<file path="config.mk">
export PLATFORM = sky130hd
export DESIGN_NAME = res_mem_writer
export DESIGN_NICKNAME = d
export VERILOG_FILES = /design/src/rtl/res_mem_writer_pkg.sv /design/src/rtl/res_mem_writer.sv
export SDC_FILE = /design/constraint.sdc
export NUM_CORES = 1
export LEC_CHECK = 0
export CAP_MARGIN = 20
export CORE_ASPECT_RATIO = 1.1
export CORE_MARGIN = 4
export CORE_UTILIZATION = 45
export CTS_CLUSTER_DIAMETER = 100
export DETAILED_ROUTE_END_ITERATION = 7
export GPL_ROUTABILITY_DRIVEN = 0
export PLACE_DENSITY = 0.85
export RECOVER_POWER = 25
export SLEW_MARGIN = 10
export SYNTH_ARGS = -nofsm -noshare
export SYNTH_HDL_FRONTEND = slang
export SYNTH_SLANG_ARGS = --single-unit
</file>
<file path="constraint.sdc">
create_clock -name clock -period 3.65 [get_ports clock]
set_input_delay 0.365 -clock clock [delete_from_list [all_inputs] [get_ports clock]]
set_output_delay 0.365 -clock clock [all_outputs]
set_load 0.005 [all_outputs]
</file>
<file path="src/rtl/res_mem_writer_pkg.sv">
// Shared width constants and defaults for the result-RAM writer.
// Falls back to the project-wide sizes when _parameter.v is absent.
`ifndef DATA_WIDTH
`define DATA_WIDTH 32
`endif
`ifndef ADDR_WIDTH
`define ADDR_WIDTH 8
`endif
`ifndef TOTAL_ADDR
`define TOTAL_ADDR 256
`endif
`ifndef RES_PARK_ADDR
`define RES_PARK_ADDR (`TOTAL_ADDR - 1)
`endif

package res_mem_writer_pkg;

    localparam int RES_DATA_WIDTH = `DATA_WIDTH;
    localparam int RES_ADDR_WIDTH = `ADDR_WIDTH;
    localparam int RES_NUM_WORDS  = `TOTAL_ADDR - 1;
    localparam int RES_PARK_ADDR  = `RES_PARK_ADDR;

endpackage

</file>
<file path="src/rtl/res_mem_writer.sv">
// Write-side sequencer for res_mem: frames NUM_WORDS result words,
// parks the address on a scratch slot whenever nothing is written.
module res_mem_writer
    import res_mem_writer_pkg::*;
#(
    parameter int DATA_WIDTH = RES_DATA_WIDTH,
    parameter int ADDR_WIDTH = RES_ADDR_WIDTH,
    parameter int NUM_WORDS  = RES_NUM_WORDS,
    parameter int PARK_ADDR  = RES_PARK_ADDR
) (
    input  logic                  clock,
    input  logic                  reset,
    input  logic                  start,
    input  logic [DATA_WIDTH-1:0] in_data,
    input  logic                  in_valid,
    input  logic                  in_last,
    output logic                  in_ready,
    output logic [ADDR_WIDTH-1:0] mem_address,
    output logic [DATA_WIDTH-1:0] mem_data,
    output logic                  busy,
    output logic                  done,
    output logic                  err_len
);

    localparam logic [1:0] IDLE = 2'd0;
    localparam logic [1:0] RUN  = 2'd1;
    localparam logic [1:0] DONE = 2'd2;

    localparam logic [ADDR_WIDTH-1:0] LAST_PTR = ADDR_WIDTH'(NUM_WORDS - 1);
    localparam logic [ADDR_WIDTH-1:0] PARK     = ADDR_WIDTH'(PARK_ADDR);

    logic [1:0]            state;
    logic [ADDR_WIDTH-1:0] wr_ptr;
    logic                  accept;
    logic                  at_last;

    // Handshake and status decode from the state register only
    always_comb begin
        in_ready = (state == RUN);
        busy     = (state != IDLE);
        done     = (state == DONE);
        accept   = (state == RUN) && in_valid;
        at_last  = (wr_ptr == LAST_PTR);
    end

    // FSM, write pointer, RAM-facing registers and sticky length error
    always_ff @(posedge clock) begin
        if (reset) begin
            state       <= IDLE;
            wr_ptr      <= '0;
            mem_address <= PARK;
            mem_data    <= '0;
            err_len     <= 1'b0;
        end else begin
            mem_address <= PARK;
            case (state)
                IDLE: begin
                    if (start) begin
                        state   <= RUN;
                        wr_ptr  <= '0;
                        err_len <= 1'b0;
                    end
                end
                RUN: begin
                    if (accept) begin
                        mem_address <= wr_ptr;
                        mem_data    <= in_data;
                        wr_ptr      <= wr_ptr + 1'b1;
                        // in_last must coincide exactly with the final count
                        if (in_last != at_last) begin
                            err_len <= 1'b1;
                        end
                        if (at_last) begin
                            state <= DONE;
                        end
                    end
                end
                DONE: begin
                    state <= IDLE;
                end
                default: begin
                    state <= IDLE;
                end
            endcase
        end
    end

endmodule

</file>
==> results.md <==
- Outcome: finished, violations left
- Violated checks: capacitance limit, slew limit
- Post-synthesis compound-gate area fraction: 15.2%
- Hold Fails Final Rpt: 0
- Synthesis-stage register bit count: 51
- Fin crit period: 2480 ps
- Number of synthesized flops with an enable pin: 0
- Cell family with most CP delay: buffers and inverters
- Max-slew violations: 38
- Fillers: 336
- Initial antenna violation count: 0
- Commonest non-fill, non-tap cells in the layout: nand2_1 (68), clkdlybuf4s50_1 (58), dfxtp_1 (51)
- Die area: 0.00524 mm^2
- CTS Root Cell: clkbuf_8
- Die height: 75.6 um
- Post-DP HPWL: 3160 um
- Syn-to-layout area delta: 48.9%
- Worst-margin pin slew: 1550 ps
- Commonest non-fill, non-tap cell in the layout: nand2_1
- Fin crit share: 67.9%
- Post_cts resized: 0
- Post-route ant nets: 0
- Req. time, crit path: 3830 ps
- Nature of the critical path endpoint: flip-flop
- Post-Synth Simple-Gate Area: 24.5%
- Unique cell type count in the Yosys netlist: 29
- Grt ovf: 0
- Total chip power: 1.03 mW
- Setup Viol. Count Final: 0
- Clock sinks: 51
- Router iterations before antenna repair: 4
- Die X: 69.4 um
- Antenna cells: 0
- Clk slew on worst S/H paths: 90 ps
- Iteration-0 DRC Markers: 109
- Mean Syn Cell Area: 8.45 um^2
- TNS Setup: 0 ps
- Worst reg2reg startpoint: state[0]
- Vias in the first global route: 1551
- Nets: 336
- CP Launch Type: input pin
- Critical path's slowest cell: clkbuf_1
- Vias per inst: 5.02
- Seq/Total Area, Yosys: 54.7%
- Pleak: 0.968 nW
- CTS Buffer Depth: 2
- Final WL: 4460 um
- Maximum capacitance violations: 1
- Drt wl/cell: 12.7 um
- TritonCTS clock tree: built
- Hold buffer count at cts: 0
- Starting Density: 46.7%
- Largest fanout on the critical path: 37
- Hold crit path type: reg -> reg
- CP Data Arrival Time: 2660 ps
- Max transition margin: -3.57%
- First-pass GRT wire length: 6750 um
- Mapped cell area: 0.00187 mm^2
- Layout cell share with drive strength beyond 1: 5.70%
- Cell Chain, Critical Path: clkdlybuf4s50_1, clkbuf_1, inv_1, nand2_1, a21oi_1
- Main combinational cell family by area after synthesis: simple AND/OR/NAND/NOR gates
- Hold Crit Depth: 2
- Residual DRC: 0
- Slowest stage delay, CP: 1120 ps
- Syn nets: 260
- Rows: 24
- Core ar.: 0.00399 mm^2
- R2r setup slk: 1720 ps
- Pwr dens: 371 mW/mm^2
- Design Area, Final: 0.00278 mm^2
- Synth Area in Adders: 1.34%
- CP Class: in -> reg
- Mapped Cells: 221
- Vias: 1757
- Post-synthesis xor/xnor area fraction: 0%
- Gr usage total: 16.1%
- CTS Buf Count: 5
- Pin count of the biggest net entering global routing: 38
- CP bufs+invs: 3
- Post-placement cell area: 0.00269 mm^2
- Min-Delay Endpoint: mem_data[4]
- Hold wc startpoint: mem_data[4]
- Clock H-tree levels: 2
- RR Endpoint: mem_data[5]
- Worst reg2reg path depth: 4
- Top FF cell, synth: dfxtp_1
- Yosys Warn Count: 0
- Port bufs: 80
- FMAX: 404 MHz
- Clock Latency Late Sink: 300 ps
- Worst-case vdd ir drop: 0.251 mV
- # Post-CTS Setup Buffers: 0
- Clock Skew: 6.96 ps
- Fraction of synthesized area in multiplexers: 0.536%
- IO Pins: 81
- RSZ-0062 raised after global routing: false
- FFs w/ async S/R, synth: 0%
## worst register-to-register path: cells and delay by family, from the launching register on
| kind | cells | cell delay [ps] |
|---|---|---|
| AND/OR/NAND/NOR | 2 | 760 |
| flip-flops | 1 | 460 |
| buffers and inverters | 1 | 460 |
| AO/OA/AOI/OAI | 1 | 60 |
## per-layer routing
layer	share of wire (%)	GRT usage [%]	wire, um	vias to the layer above
met5	0	0	0	-
met4	2.6	8.03	114	0
met3	7.3	5.41	325	10
met2	50	27.9	2250	66
met1	40	18.0	1770	784
li1	-	-	-	897
## cells in the mapped netlist, types with 2 or more instances
library cell / count / area [um^2]
a2111o_1: 2 / 22.5
a21oi_1: 41 / 205
buf_1: 4 / 15.0
buf_2: 3 / 15.0
clkbuf_1: 5 / 18.8
dfxtp_1: 51 / 1020
ha_1: 2 / 25.0
inv_1: 4 / 15.0
nand2_1: 68 / 255
nand3_1: 8 / 40.0
nand4_1: 2 / 12.5
o21ai_0: 3 / 15.0
o31ai_1: 2 / 15.0
o41ai_1: 2 / 17.5
or2_2: 7 / 43.8
or3_1: 2 / 12.5
or4_1: 3 / 22.5
## worst max-delay path by stage
stage          startpoint        end  slack (ps)  depth (start not counted)
2_1_floorplan       reset    err_len        2170                          4
3_3_place_gp     in_valid  wr_ptr[4]        1310                          4
3_5_place_dp     in_valid  wr_ptr[4]        1280                          4
4_1_cts          in_valid  wr_ptr[6]        1590                          4
5_1_grt             reset  wr_ptr[2]         970                          5
6_report            reset  wr_ptr[4]        1170                          5
## layout make-up
type	count	area, um^2	area share, %
flip-flops and latches	51	1020	36.7
multi-input cells	153	777	28.0
well taps	52	65.1	2.34
inverters	4	15.0	0.540
clock buffers	5	68.8	2.48
repair buffers	82	812	29.2
clock inverters	3	20.0	0.720
## power breakdown
group	internal [mW]	switching [mW]
clock	0.134	0.182
sequential	0.575	0.00972
combinational	0.0778	0.0538
## cells by family (layout without fill, tap and decap cells)
family | after synthesis | count (layout)
and+or+nand+nor | 99 | 99
adders and majority gates | 2 | 2
AOI/OAI and AO/OA | 51 | 51
muxes | 1 | 1
DFF | 51 | 51
buffers and inverters | 17 | 94
## stage by stage
stage                     hold slack, ps  std cells  util (%)  setup WS (ps)
final                                452        350      69.6           1170
after detailed placement             448        342      67.4           1280
after CTS                            458        350      69.7           1590
after global placement               441        342      67.4           1310
after floorplan                      453        221         -           2170
after global routing                 468        350      69.6            966
## sequential cells by signal, summed over array words and instances, names as in the netlist
name and flops:
mem_data 32, mem_address 8, wr_ptr 8, state 2
err_len 1
Note: power is estimated with default switching activity, not from simulation.
